### config.mk
export PLATFORM = sky130hd
export DESIGN_NAME = fetch_sequencer
export DESIGN_NICKNAME = d
export VERILOG_FILES = /design/src/rtl/cpu_pkg.sv /design/src/rtl/sat_counter16.sv /design/src/rtl/fetch_sequencer.sv
export SDC_FILE = /design/constraint.sdc
export NUM_CORES = 1
export LEC_CHECK = 0
export ABC_AREA = 1
export CAP_MARGIN = 20
export CORE_MARGIN = 8
export CORE_UTILIZATION = 25
export CTS_CLUSTER_SIZE = 8
export DETAILED_ROUTE_END_ITERATION = 12
export HOLD_SLACK_MARGIN = 0.12
export PLACE_DENSITY = 0.64
export SYNTH_ARGS = -nofsm -noshare
export SYNTH_HDL_FRONTEND = slang
export SYNTH_SLANG_ARGS = --single-unit
### constraint.sdc
create_clock -name Clock -period 1.4 [get_ports Clock]
set_input_delay 0.14 -clock Clock [delete_from_list [all_inputs] [get_ports Clock]]
set_output_delay 0.14 -clock Clock [all_outputs]
set_load 0.005 [all_outputs]
### src/rtl/cpu_pkg.sv
// Shared CPU encodings: fetch FSM states and register-file codes.
package cpu_pkg;

  typedef enum logic [1:0] {
    S_IDLE     = 2'b00,
    S_FETCH_LO = 2'b01,
    S_FETCH_HI = 2'b10,
    S_HOLD     = 2'b11
  } fetch_state_t;

  localparam logic [1:0] FUNSEL_DEC   = 2'b00;
  localparam logic [1:0] FUNSEL_INC   = 2'b01;
  localparam logic [1:0] FUNSEL_LOAD  = 2'b10;
  localparam logic [1:0] FUNSEL_CLEAR = 2'b11;

  localparam logic [1:0] OUTDSEL_PC = 2'b00;
  localparam logic [1:0] OUTDSEL_AR = 2'b01;
  localparam logic [1:0] OUTDSEL_SP = 2'b10;

endpackage

### src/rtl/sat_counter16.sv
// 16-bit up counter that sticks at 16'hFFFF.
module sat_counter16 (
  input  logic        Clock,
  input  logic        Reset,
  input  logic        i_inc,
  output logic [15:0] o_count
);

  logic [15:0] r_count;

  always_ff @(posedge Clock or negedge Reset) begin
    if (!Reset) begin
      r_count <= 16'h0000;
    end else if (i_inc && (r_count != 16'hFFFF)) begin
      r_count <= r_count + 16'd1;
    end
  end

  assign o_count = r_count;

endmodule

### src/rtl/fetch_sequencer.sv
// Two-byte instruction fetch sequencer with IR handshake.
// Optional instruction counter enabled by FETCH_PERF_CNT_EN.
module fetch_sequencer
  import cpu_pkg::*;
#(
  parameter logic [1:0] INC_FUNSEL   = FUNSEL_INC,
  parameter logic       AUTO_RESTART = 1'b1
) (
  input  logic        Clock,
  input  logic        Reset,
  input  logic        Start,
  input  logic        Flush,
  input  logic [7:0]  MemData,
  input  logic        IR_Ready,
  output logic [2:0]  ARF_RegSel,
  output logic [1:0]  ARF_FunSel,
  output logic [1:0]  ARF_OutDSel,
  output logic        Mem_CS,
  output logic        Mem_WR,
  output logic [15:0] IR_Out,
  output logic        IR_Valid,
  output logic [15:0] InstrCount
);

  fetch_state_t r_state;
  logic [15:0]  r_ir;
  logic         r_valid;
  logic         w_fetch;

  always_ff @(posedge Clock or negedge Reset) begin
    if (!Reset) begin
      r_state <= S_IDLE;
      r_ir    <= 16'h0000;
      r_valid <= 1'b0;
    end else if (Flush) begin
      r_state <= S_IDLE;
      r_valid <= 1'b0;
    end else begin
      unique case (r_state)
        S_IDLE: begin
          if (Start) r_state <= S_FETCH_LO;
        end
        S_FETCH_LO: begin
          r_ir[7:0] <= MemData;
          r_state   <= S_FETCH_HI;
        end
        S_FETCH_HI: begin
          r_ir[15:8] <= MemData;
          r_valid    <= 1'b1;
          r_state    <= S_HOLD;
        end
        S_HOLD: begin
          if (IR_Ready) begin
            r_valid <= 1'b0;
            if (Start && AUTO_RESTART)
              r_state <= S_FETCH_LO;
            else
              r_state <= S_IDLE;
          end
        end
        default: r_state <= S_IDLE;
      endcase
    end
  end

  assign w_fetch = (r_state == S_FETCH_LO) ||
                   (r_state == S_FETCH_HI);

  // Flush kills the PC increment of the cycle it arrives in
  assign ARF_RegSel  = {2'b00, w_fetch & ~Flush};
  assign ARF_FunSel  = w_fetch ? INC_FUNSEL : FUNSEL_DEC;
  assign ARF_OutDSel = OUTDSEL_PC;
  assign Mem_CS      = ~w_fetch;
  assign Mem_WR      = 1'b0;
  assign IR_Out      = r_ir;
  assign IR_Valid    = r_valid;

`ifdef FETCH_PERF_CNT_EN
  logic w_hs;

  assign w_hs = (r_state == S_HOLD) & IR_Ready & ~Flush;

  sat_counter16 u_cnt (
    .Clock   (Clock),
    .Reset   (Reset),
    .i_inc   (w_hs),
    .o_count (InstrCount)
  );
`else
  assign InstrCount = 16'h0000;
`endif

endmodule

Yosys cells after proc, flatten, opt, wreduce, memory -nomap -nowiden. Cells that the tools add are included.

Latch bits: 0. Output and inout port bits: 42. Input port bits: 13. Flip-flop bits (word level): 19. Memory bits (writable): 0. Memories kept: 0. Word-level logic and storage cells: 28. ROM bits: 0.

Divide/modulo/power cells: 0. Muxes and demuxes: 9. $add $sub $neg: 0. Magnitude comparators: 0. Shift-type cells: 0. Reduce and logical (&&, ||, !) cells: 7. Bitwise operators: 3. Multipliers: 0. Equality and inequality tests: 5.

Operators by type and width (count): 2-bit case mux with 4 select lines (1); 2-bit AND reduction (4); 2-bit two-way mux (3); 3-bit != test, second input constant (2); 2-bit equality test, second input constant (2); 1-bit two-way mux (4); 3-bit nonzero test (1); 2-bit by 1-bit equality test with 1-bit output, second input constant (1); 2-bit zero test (1); 1-bit NOT (2); 1-bit case mux with 2 select lines (1); 1-bit bitwise AND (1); 1-bit logical OR (1).

Logic depth before layout (Yosys ltp). Gate-level depths: netlist of the first run.

Depth in word-level cells: 4. Gate-level depth with buffers: 6.

Worst setup path before layout of the first run. Ideal clock, no wire load.

Kind: register to register. Start: reg r_state[0]. End: reg r_ir[13] (netlist: IR_Out[13]). Slack: 0.255 ns. Arrival: 1.027 ns. Path buffers: 1. Data required time: 1.282 ns. Stages on the path, launching flop included: 7. Cells stage by stage: dfrtp_1 > inv_1 > ha_1 > nand2_4 > buf_12 > nand2_4 > o21ai_2.

Longest elaborated chain between the ends: 2.

RTL lines: start: declaration (line fetch_sequencer.sv:25) `fetch_state_t r_state;`; start signal: assignment (line fetch_sequencer.sv:32) `r_state <= S_IDLE;`; start signal: assignment (line fetch_sequencer.sv:36) `r_state <= S_IDLE;`; start signal: assignment (line fetch_sequencer.sv:41) `if (Start) r_state <= S_FETCH_LO;`; 2-bit equality test (line fetch_sequencer.sv:39) `unique case (r_state)`; 2-bit AND reduction (no source line); end signal: assignment (line fetch_sequencer.sv:48) `r_ir[15:8] <= MemData;`; end: declaration (line fetch_sequencer.sv:26) `logic [15:0] r_ir;`.

Every way passes these cells. A chain may end at the register's enable or synchronous reset.

Final worst setup path of the first run.
Start: reg r_state[1]. End: out ARF_FunSel[0].

Longest elaborated chain between the ends: 3. Elaborated cells between the ends (all ways): 4. Those cells by class: eq/ne: 2; mux: 1; reduce/logical: 1.

RTL lines: 2-bit by 1-bit equality test with 1-bit output or 2-bit equality test (tied branches) (line fetch_sequencer.sv:66, fetch_sequencer.sv:67); 1-bit logical OR * (line fetch_sequencer.sv:66) `assign w_fetch = (r_state == S_FETCH_LO) ||`; 1-bit two-way mux * (line fetch_sequencer.sv:71) `assign ARF_FunSel = w_fetch ? INC_FUNSEL : FUNSEL_DEC;`; end: declaration (line fetch_sequencer.sv:16) `output logic [1:0] ARF_FunSel,`.

Mark *: on every way between the ends. The rest lies on a longest branch, timed or not.

==> tab_implementation.tex, run 1 <==
\begin{tabular}{lr}
\hline
Metric & Value \\
\hline
\multicolumn{2}{l}{\textbf{Routing}} \\
Average detailed-routed wire length per instance & 11.10 um \\
Starting DRC count in detailed routing & 19 \\
Number of iterations in the first detailed-routing pass & 4 \\
Detailed-route wire length & 2319 um \\
Number of DRC violations after detailed routing & 0 \\
Count of nets left with antenna violations after detail routing & 0 \\
Vias per std cell & 3.699 \\
Routed vias & 773 \\
\multicolumn{2}{l}{\textbf{Power}} \\
Static leakage & 0.7480 nW \\
Peak supply drop & 0.7389 mV \\
Pwr dens & 1810 mW/mm2 \\
\multicolumn{2}{l}{\textbf{STA}} \\
Worst-case clock skew & 0.9451 ps \\
Final critical delay including setup and external delays & 1330 ps \\
Final Cycle Share & 94.98\% \\
Setup repair after global routing missed its margin & no \\
Fmax achieved & 752.1 MHz \\
Worst setup slack after layout & 70.33 ps \\
Setup Viol. Count Final & 0 \\
Count of pins over their slew limit & 0 \\
Final Hold Viols & 0 \\
\multicolumn{2}{l}{\textbf{GRT}} \\
Wire length of the first global-routing pass & 4002 um \\
Via count of the first global-routing pass & 852 \\
Total global-route track usage & 6.819\% \\
Sum of overflow across all layers after global routing & 0 \\
Largest net degree at the start of global routing & 20 \\
Number of antenna violations at the first check in global routing & 0 \\
\multicolumn{2}{l}{\textbf{Synth}} \\
Share of synthesized area spent on multiplexers & 0\% \\
Synth cell types & 16 \\
Fraction of registers with async set or reset after synthesis & 100.0\% \\
Adder and majority cell fraction of the synthesized area & 4.400\% \\
Parity-gate share of the synthesized area counting xor and xnor cells & 0\% \\
Area contributors post-synth & sky130\_fd\_sc\_hd\_\_dfrtp\_1 (42\%), sky130\_fd\_sc\_hd\_\_buf\_4 (15\%), sky130\_fd\_sc\_hd\_\_o21ai\_2 (12\%) \\
Most numerous cell in the Yosys netlist & sky130\_fd\_sc\_hd\_\_buf\_4 \\
Share of synthesized area occupied by flip-flops and latches & 41.80\% \\
Basic-gate share of the synthesized area counting and, or, nand and nor cells & 15.95\% \\
Library cell with the largest summed area after synthesis & sky130\_fd\_sc\_hd\_\_dfrtp\_1 \\
Cells after Synth & 118 \\
List of most frequent post-synthesis cells & sky130\_fd\_sc\_hd\_\_buf\_4 (23), sky130\_fd\_sc\_hd\_\_nand2\_1 (22), sky130\_fd\_sc\_hd\_\_dfrtp\_1 (19), sky130\_fd\_sc\_hd\_\_o21ai\_2 (16), sky130\_fd\_sc\_hd\_\_inv\_1 (14) \\
Combinational family with the most area after synthesis & buffers and inverters \\
Mapped cell area & 0.001137 mm2 \\
Syn Area/Cell & 9.638 um2 \\
Post-synthesis compound-gate area fraction & 13.64\% \\
Count of flip-flops with a built-in enable after synthesis & 0 \\
Leading register cell type out of synthesis & sky130\_fd\_sc\_hd\_\_dfrtp\_1 \\
Warnings from Yosys & 0 \\
Number of synthesized register bits & 19 \\
Area share of the largest cell type after synthesis & 41.80\% \\
\multicolumn{2}{l}{\textbf{Floorplanning}} \\
Starting Density & 25.94\% \\
Number of top-level pins & 55 \\
Die W & 83.45 um \\
Core area & 0.004384 mm2 \\
Count of standard-cell rows & 24 \\
Height of the die & 83.45 um \\
Die area & 0.006964 mm2 \\
\multicolumn{2}{l}{\textbf{Critical path}} \\
Maximum fanout along the worst path & 3 \\
Data required time at the worst endpoint & 1260 ps \\
Arrival time worst endpoint & 1190 ps \\
Reg2Reg Setup Slack & 140 ps \\
Type of origin of the critical path & register \\
Kind of end point of the critical path & output pin \\
Setup CP Type & reg -> out \\
Worst reg2reg path endpoint & IR\_Out[11]\$\_DFFE\_PN0P\_ \\
Cell count of the worst reg-to-reg path & 6 \\
Source of the worst register-to-register timing path & r\_state[0]\$\_DFFE\_PN0P\_ \\
\multicolumn{2}{l}{\textbf{Placed design}} \\
Number of placed instances with taps included & 205 \\
Global placer's final weighted congestion & 0.7238 \\
DP Wirelength & 1816 um \\
Count of buffers from port buffering & 32 \\
Minimum setup slack after placement & -41.82 ps \\
\multicolumn{2}{l}{\textbf{Clocking}} \\
Clock Sink Count & 19 \\
Cts hold-fix bufs & 0 \\
Number of buffers created by CTS & 3 \\
H-tree Lvls & 1 \\
Clock root buffer master & sky130\_fd\_sc\_hd\_\_clkbuf\_8 \\
Post-CTS Setup Repair Bufs & 0 \\
TritonCTS clock tree & yes \\
Buffer depth of the longest clock path & 2 \\
Clk Latency, worst-skew pair & 250 ps \\
Worst-path clk slew & 70 ps \\
\multicolumn{2}{l}{\textbf{Final layout}} \\
Share of final-layout standard cells stronger than drive strength 1 & 24.84\% \\
Count of filler cells inserted in the layout & 447 \\
Fin cells & 209 \\
Final net count & 175 \\
Area growth from synthesis to final layout & 31.46\% \\
ANT cells & 0 \\
\multicolumn{2}{l}{\textbf{Run}} \\
Maximum capacitance violations & 0 \\
\multicolumn{2}{l}{\textbf{Hold path}} \\
Kind of path behind the tightest hold check & in -> async \\
\multicolumn{2}{l}{\textbf{Outcome}} \\
Status & completed \\
\hline
\end{tabular}
## registers in the layout, indices dropped and copies added, names as in the netlist
signal and count:
r_state 2, IR_Valid 1, IR_Out 16
## logic make-up after synthesis
family	after synthesis
DFF	19
other	1
buffers and inverters	40
adders and majority gates	4
and+or+nand+nor	35
AOI/OAI and AO/OA	19
## layout make-up
class	instances	area, um2	share of cell area [%]
timing repair buffer	39	366.6	24.52
inverter	15	58.81	3.933
clock buffer	4	45.04	3.013
tap	52	65.06	4.351
sequential	19	475.5	31.80
multi-input combinational	80	484.2	32.38
## where the power goes
part	switching (W)	total, W	leakage, nW	internal (W)
Combinational	0.000573	0.00138	0.486	0.000804
Clock	0.000178	0.000380	0.0228	0.000202
Sequential	0.000155	0.000948	0.239	0.000794
Total	0.000906	0.00271	0.748	0.00180
## how the worst max path moves through the flow
stage / end / cells after the start / slack [ps] / startpoint
3_5_place_dp: ARF_RegSel[0] / 5 / -40 / r_state[1]$_DFFE_PN0P_
4_1_cts: ARF_RegSel[0] / 5 / 20 / r_state[1]$_DFFE_PN0P_
2_1_floorplan: IR_Out[13]$_DFFE_PN0P_ / 6 / 250 / r_state[0]$_DFFE_PN0P_
6_report: ARF_FunSel[0] / 3 / 70 / r_state[1]$_DFFE_PN0P_
3_3_place_gp: ARF_RegSel[0] / 5 / -20 / r_state[0]$_DFFE_PN0P_
5_1_grt: ARF_FunSel[0] / 3 / 2 / r_state[1]$_DFFE_PN0P_
## stage by stage
stage | cell area (um2) | util [%] | power [W] | hold slack (ps) | TNS, ps
detailed placement | 1441 | 32.88 | 0.002357 | 468.1 | -41.82
floorplan | 1216 | - | 0.001685 | -155.6 | 0
finish | 1495 | 34.10 | 0.002706 | 218.0 | 0
global placement | 1441 | 32.88 | 0.002347 | 464.3 | -24.72
CTS | 1499 | 34.19 | 0.002768 | 224.0 | 0
global route | 1495 | 34.10 | 0.002948 | 235.9 | 0
## critical path: stages, from the launching register on
cell                            delay (ps)
sky130_fd_sc_hd__dfrtp_1               390
sky130_fd_sc_hd__inv_2                  90
sky130_fd_sc_hd__ha_4                  210
sky130_fd_sc_hd__dlygate4sd2_1         260
## cell usage in the layout (no fill, tap or decap), types with 4 or more instances in the layout
| master | count |
|---|---|
| sky130_fd_sc_hd__clkdlybuf4s50_1 | 29 |
| sky130_fd_sc_hd__conb_1 | 22 |
| sky130_fd_sc_hd__nand2_1 | 21 |
| sky130_fd_sc_hd__dfrtp_1 | 19 |
| sky130_fd_sc_hd__o21ai_2 | 16 |
| sky130_fd_sc_hd__inv_1 | 12 |
| sky130_fd_sc_hd__buf_4 | 7 |
| sky130_fd_sc_hd__nand2_4 | 6 |
| sky130_fd_sc_hd__nor2_1 | 4 |
## repair_timing
action                                  4_1_cts  5_1_grt
pin swaps                                     0        1
gates resized for setup                       8        2
endpoints found under the setup margin        3        2
## per-layer routing
layer / share of wire [%] / wire length [um] / up-vias / track usage (%)
met5: 0 / 0 / - / 0
met4: 0.34 / 8 / 0 / 2.826
met3: 7.5 / 174 / 2 / 2.832
met2: 48 / 1117 / 27 / 10.82
met1: 44 / 1019 / 349 / 7.886
li1: - / - / 395 / -
No activity file was read; power rests on OpenSTA's default activity.
==> inputs of run 2 (changes only) <==
PLACE_DENSITY = not set   (was 0.64)
PLACE_DENSITY_LB_ADDON = 0.08   (was not set)
TNS_END_PERCENT = 100   (was not set)
==> run 2 against run 1 <==
Against the previous run: non-clock buffer count grew 1; register-to-register slack worse by 20 ps; via count increased by 5.0%; sequential power grew 0.8%; wire length grew 13%; setup slack got worse by 25 ps; clock-buffer cell count down 1; final area up 2.3%; first-iteration DRC count is 32% higher; clock power is 3% higher.
==> tab_implementation.tex, run 2 (synthesis gave the netlist of run 1 again) <==
\begin{tabular}{lr}
\hline
Metric & Value \\
\hline
\multicolumn{2}{l}{\textbf{Outcome}} \\
Status & completed \\
\multicolumn{2}{l}{\textbf{Routing}} \\
Length of routed met3 wiring & 241 um \\
Detailed-route wire length & 2609 um \\
Length of routed wiring on met1 & 1086 um \\
Detailed-routed wire length on met2 & 1226 um \\
Vias per std cell & 3.867 \\
Number of iterations in the first detailed-routing pass & 4 \\
Top routing layer used & met4 \\
Count of nets left with antenna violations after detail routing & 0 \\
Starting DRC count in detailed routing & 25 \\
Number of DRC violations after detailed routing & 0 \\
Routed vias & 812 \\
Average detailed-routed wire length per instance & 12.42 um \\
\multicolumn{2}{l}{\textbf{Final layout}} \\
Sequential cell area & 475.5 um2 \\
Area growth from synthesis to final layout & 34.54\% \\
Fin cells & 210 \\
Most common cell after layout, fill and taps aside & sky130\_fd\_sc\_hd\_\_clkdlybuf4s50\_1 \\
ANT cells & 0 \\
Count of filler cells inserted in the layout & 457 \\
Most frequent cells in the layout & sky130\_fd\_sc\_hd\_\_clkdlybuf4s50\_1 (29), sky130\_fd\_sc\_hd\_\_nand2\_1 (22), sky130\_fd\_sc\_hd\_\_conb\_1 (22) \\
Total area of multi-input combinational cells & 510.5 um2 \\
Final net count & 176 \\
Flip-flop count of the largest register after layout & 16 \\
Share of final-layout standard cells stronger than drive strength 1 & 27.22\% \\
\multicolumn{2}{l}{\textbf{Power}} \\
Clock network fraction of design power & 14.0\% \\
Pwr dens & 1830 mW/mm2 \\
Share of power burned in combinational logic & 51.8\% \\
Static leakage & 0.7481 nW \\
Sequential Power Share & 34.2\% \\
Switching power share of the total & 34.61\% \\
Peak supply drop & 0.5785 mV \\
Net load switching power & 0.0009689 W \\
Internal Pwr Total & 0.001831 W \\
\multicolumn{2}{l}{\textbf{Clocking}} \\
TritonCTS clock tree & yes \\
Worst-path clk slew & 80 ps \\
Buffer depth of the longest clock path & 2 \\
Clock Sink Count & 19 \\
Clock root buffer master & sky130\_fd\_sc\_hd\_\_clkbuf\_8 \\
Clk Latency, worst-skew pair & 260 ps \\
Number of buffers created by CTS & 3 \\
Cts hold-fix bufs & 0 \\
H-tree Lvls & 1 \\
\multicolumn{2}{l}{\textbf{Placed design}} \\
Count of buffers from port buffering & 32 \\
DP Wirelength & 1910 um \\
Number of placed instances with taps included & 204 \\
Global placer's final weighted congestion & 0.6497 \\
Minimum setup slack after placement & -102.9 ps \\
\multicolumn{2}{l}{\textbf{STA}} \\
Count of pins over their slew limit & 0 \\
Final Hold Viols & 0 \\
Worst setup slack after layout & 45.14 ps \\
Setup Viol. Count Final & 0 \\
Final critical delay including setup and external delays & 1355 ps \\
Fmax achieved & 738.1 MHz \\
Setup repair after global routing missed its margin & no \\
Worst-case clock skew & 2.598 ps \\
Final Cycle Share & 96.78\% \\
\multicolumn{2}{l}{\textbf{Critical path}} \\
Data required time at the worst endpoint & 1260 ps \\
Maximum fanout along the worst path & 3 \\
Arrival time worst endpoint & 1210 ps \\
Type of origin of the critical path & register \\
Setup CP Type & reg -> out \\
Kind of end point of the critical path & output pin \\
Slowest stage cell on the critical path & sky130\_fd\_sc\_hd\_\_dfrtp\_1 \\
Worst path max stage delay & 400 ps \\
Chain of cells forming the critical path & inv\_2 -> ha\_4 -> dlygate4sd2\_1 \\
\multicolumn{2}{l}{\textbf{Floorplanning}} \\
Count of standard-cell rows & 24 \\
Core area & 0.004384 mm2 \\
Starting Density & 25.94\% \\
Die area & 0.006964 mm2 \\
Die W & 83.45 um \\
Height of the die & 83.45 um \\
Number of top-level pins & 55 \\
\multicolumn{2}{l}{\textbf{GRT}} \\
Number of antenna violations at the first check in global routing & 0 \\
Sum of overflow across all layers after global routing & 0 \\
Wire length of the first global-routing pass & 4291 um \\
Via count of the first global-routing pass & 877 \\
Total global-route track usage & 7.430\% \\
Largest net degree at the start of global routing & 20 \\
\multicolumn{2}{l}{\textbf{Run}} \\
Maximum capacitance violations & 0 \\
\multicolumn{2}{l}{\textbf{Hold path}} \\
Kind of path behind the tightest hold check & in -> async \\
\hline
\end{tabular}
[run 2: path summary, 6_finish.rpt]
check / end / cells past startpoint / startpoint / slack (ps)
min in group Clock: IR_Out[4]$_DFFE_PN0P_ / 3 / MemData[4] / 470
worst max register to register: r_state[0]$_DFFE_PN0P_ / 7 / r_state[1]$_DFFE_PN0P_ / 120
worst max-delay path: ARF_FunSel[0] / 3 / r_state[1]$_DFFE_PN0P_ / 50
worst min register to register: IR_Out[12]$_DFFE_PN0P_ / 2 / IR_Out[12]$_DFFE_PN0P_ / 480
worst min-delay path: IR_Out[12]$_DFFE_PN0P_ / 2 / Reset / 210
max in group asynchronous: IR_Valid$_DFFE_PN0P_ / 2 / Reset / 980
[run 2: area by class of cell]
class,instances,share of cell area (%)
clock inverters,1,0.3271
flip-flops and latches,19,31.07
inverters,15,3.843
repair buffers,40,24.45
well taps,52,4.252
clock buffers,3,2.698
multi-input cells,80,33.36
[run 2: worst max-delay path, delay by kind of cell (launching register included)]
family	cells	cell delay [ps]
buffers and inverters	2	350
DFF	1	400
adders and majority gates	1	210
[run 2: power by group through the flow]
stage,clock [W],sequential (W),combinational (W)
after floorplan,0,0.000982,0.000703
after global routing,0.000435,0.000996,0.00160
after global placement,0,0.000960,0.00138
after CTS,0.000407,0.000957,0.00142
after detailed placement,0,0.000957,0.00140
final,0.000393,0.000956,0.00145
[run 2: layer usage]
layer / track usage, % / up-vias
met2: 12.38 / 37
met5: 0 / -
met1: 7.904 / 371
met4: 2.826 / 0
li1: - / 397
met3: 3.613 / 7
[run 2: per-stage QoR]
step	total power (W)	hold slack, ps	setup TNS, ps	instance area, um2	util (%)
4_1_cts	0.002785	220.0	0	1503	34.28
3_5_place_dp	0.002355	470.7	-108.0	1434	32.71
3_3_place_gp	0.002339	468.0	-31.61	1434	32.71
6_report	0.002800	209.4	0	1530	34.90
2_1_floorplan	0.001685	-155.6	0	1216	-
5_1_grt	0.003035	226.8	0	1530	34.90
[run 2: timing repair]
item | CTS | global route
cloned | 0 | 0
pin swaps | 1 | 2
gates resized for setup | 10 | 6
buffers inserted | 2 | 0
hold endpoints to repair | 0 | 0
setup endpoints to repair | 3 | 9
==> inputs of run 3 (changes only) <==
CORE_UTILIZATION = 40   (was 25)
CTS_CLUSTER_SIZE = 20   (was 8)
==> run 3 against run 2 <==
Against the previous run: sequential power shrank 2%; critical path depth grew 2; via count shrank 1.7%; die area shrank 31%; critical endpoint is now ARF_RegSel[0]; largest cell class unchanged.
==> tab_implementation.tex, run 3 (synthesis gave the netlist of run 1 again) <==
\begin{tabular}{lr}
\hline
Metric & Value \\
\hline
\multicolumn{2}{l}{\textbf{Routing}} \\
Detailed-route wire length & 2361 um \\
Average detailed-routed wire length per instance & 12.30 um \\
Starting DRC count in detailed routing & 24 \\
Number of DRC violations after detailed routing & 0 \\
Count of nets left with antenna violations after detail routing & 0 \\
Vias per std cell & 4.156 \\
Routed vias & 798 \\
Number of iterations in the first detailed-routing pass & 4 \\
\multicolumn{2}{l}{\textbf{Placed design}} \\
Count of buffers from port buffering & 32 \\
Global placer's final weighted congestion & 0.7183 \\
Number of placed instances with taps included & 184 \\
DP Wirelength & 1808 um \\
\multicolumn{2}{l}{\textbf{Floorplanning}} \\
Height of the die & 69.33 um \\
Starting Density & 41.60\% \\
Die W & 69.33 um \\
Number of top-level pins & 55 \\
Count of standard-cell rows & 19 \\
Core area & 0.002734 mm2 \\
Die area & 0.004806 mm2 \\
\multicolumn{2}{l}{\textbf{Critical path}} \\
Maximum fanout along the worst path & 3 \\
Setup CP Type & reg -> out \\
Kind of end point of the critical path & output pin \\
Source of the worst register-to-register timing path & r\_state[0]\$\_DFFE\_PN0P\_ \\
Type of origin of the critical path & register \\
Arrival time worst endpoint & 1200 ps \\
Data required time at the worst endpoint & 1260 ps \\
Reg2Reg Setup Slack & 110 ps \\
Startpoint of the most critical setup path & r\_state[0]\$\_DFFE\_PN0P\_ \\
\multicolumn{2}{l}{\textbf{STA}} \\
Worst-case clock skew & 2.806 ps \\
Count of pins over their slew limit & 0 \\
Setup Viol. Count Final & 0 \\
Final Hold Viols & 0 \\
Fmax achieved & 743.9 MHz \\
Final Cycle Share & 96.02\% \\
Setup repair after global routing missed its margin & yes \\
Setup TNS Final & 0 ps \\
Final critical delay including setup and external delays & 1344 ps \\
\multicolumn{2}{l}{\textbf{Final layout}} \\
Area growth from synthesis to final layout & 31.24\% \\
ANT cells & 0 \\
Most common cell after layout, fill and taps aside & sky130\_fd\_sc\_hd\_\_clkdlybuf4s50\_1 \\
Share of final-layout standard cells stronger than drive strength 1 & 29.81\% \\
Most frequent cells in the layout & sky130\_fd\_sc\_hd\_\_clkdlybuf4s50\_1 (27), sky130\_fd\_sc\_hd\_\_conb\_1 (22), sky130\_fd\_sc\_hd\_\_nand2\_1 (21) \\
Count of filler cells inserted in the layout & 285 \\
Final net count & 179 \\
Flip-flop count of the largest register after layout & 16 \\
Fin cells & 192 \\
\multicolumn{2}{l}{\textbf{GRT}} \\
Sum of overflow across all layers after global routing & 0 \\
Via count of the first global-routing pass & 823 \\
Largest net degree at the start of global routing & 20 \\
Number of antenna violations at the first check in global routing & 0 \\
Wire length of the first global-routing pass & 4015 um \\
Total global-route track usage & 10.02\% \\
\multicolumn{2}{l}{\textbf{Outcome}} \\
Status & completed \\
\multicolumn{2}{l}{\textbf{Clocking}} \\
Clk Latency, worst-skew pair & 290 ps \\
Cts hold-fix bufs & 0 \\
Clock Sink Count & 19 \\
Buffer depth of the longest clock path & 2 \\
H-tree Lvls & 1 \\
Number of buffers created by CTS & 3 \\
Worst-path clk slew & 100 ps \\
TritonCTS clock tree & yes \\
Clock root buffer master & sky130\_fd\_sc\_hd\_\_clkbuf\_4 \\
\multicolumn{2}{l}{\textbf{Power}} \\
Static leakage & 0.7887 nW \\
Internal Pwr Total & 0.001751 W \\
Pwr dens & 1796 mW/mm2 \\
Peak supply drop & 1.039 mV \\
Share of power burned in combinational logic & 54.9\% \\
Net load switching power & 0.0009299 W \\
Sequential Power Share & 35.0\% \\
Clock network fraction of design power & 10.1\% \\
Switching power share of the total & 34.68\% \\
\multicolumn{2}{l}{\textbf{Hold path}} \\
Kind of path behind the tightest hold check & in -> async \\
\multicolumn{2}{l}{\textbf{Run}} \\
Maximum capacitance violations & 0 \\
\hline
\end{tabular}
## run 3: changes by cell type in the layout (fill, tap and decap cells not counted), moves of 2 or more
| cell | change |
|---|---|
| sky130_fd_sc_hd__clkbuf_4 | +3 |
| sky130_fd_sc_hd__clkbuf_8 | -3 |
| sky130_fd_sc_hd__nand2_4 | +3 |
| sky130_fd_sc_hd__buf_4 | +2 |
| sky130_fd_sc_hd__clkbuf_2 | +2 |
| sky130_fd_sc_hd__clkdlybuf4s50_1 | -2 |
| sky130_fd_sc_hd__dlymetal6s2s_1 | +2 |
## run 3: final timing paths
path | to | cells past startpoint
worst max-delay path | ARF_RegSel[0] | 5
worst min-delay path | IR_Out[8]$_DFFE_PN0P_ | 2
worst max register to register | IR_Out[11]$_DFFE_PN0P_ | 6
worst min register to register | IR_Out[8]$_DFFE_PN0P_ | 2
max in group asynchronous | r_state[1]$_DFFE_PN0P_ | 2
min in group Clock | IR_Out[5]$_DFFE_PN0P_ | 3
## run 3: cell type report
cell class,count,area [um2],area share (%)
timing repair buffer,42,385.4,25.82
tap,31,38.79,2.598
sequential,19,475.5,31.85
multi-input combinational,81,508.0,34.03
inverter,15,58.81,3.940
clock buffer,4,26.28,1.760
## run 3: layer usage
layer	global-route usage, %	up-vias	routed length (um)
li1	-	407	-
met1	10.86	355	951
met2	15.16	32	1123
met3	6.438	4	264
met4	4.100	0	21
met5	0	-	0
## run 3: what timing repair did
item / CTS / global route
gates cloned: 0 / 1
gates resized for setup: 12 / 10
pin swaps: 1 / 2
setup buffers: 1 / 2
setup endpoints to repair: 3 / 14
## run 3: power by group through the flow
| stage | logic [W] | clock network (W) | registers (W) |
|---|---|---|---|
| 2_1_floorplan | 0.000703 | 0 | 0.000982 |
| 3_3_place_gp | 0.00138 | 0 | 0.000952 |
| 3_5_place_dp | 0.00140 | 0 | 0.000962 |
| 4_1_cts | 0.00143 | 0.000293 | 0.000958 |
| 5_1_grt | 0.00163 | 0.000313 | 0.000976 |
| 6_report | 0.00147 | 0.000270 | 0.000939 |
## run 3: worst max-delay path: stages, from the launching register on
cell and delay, ps:
sky130_fd_sc_hd__dfrtp_1 410, sky130_fd_sc_hd__inv_2 90, sky130_fd_sc_hd__ha_4 210, sky130_fd_sc_hd__nand2_4 70
sky130_fd_sc_hd__inv_2 20, sky130_fd_sc_hd__buf_2 110
## run 3: stage by stage
stage | instance area (um2) | hold WS (ps) | setup WS [ps] | utilization, % | power, W
2_1_floorplan | 1216 | -155.6 | 254.9 | - | 0.001685
3_3_place_gp | 1415 | 464.6 | -19.69 | 51.76 | 0.002328
3_5_place_dp | 1415 | 475.8 | -67.72 | 51.76 | 0.002364
4_1_cts | 1459 | 166.1 | 2.587 | 53.36 | 0.002679
5_1_grt | 1493 | 173.9 | -13.55 | 54.60 | 0.002919
6_report | 1493 | 169.3 | 55.78 | 54.60 | 0.002681
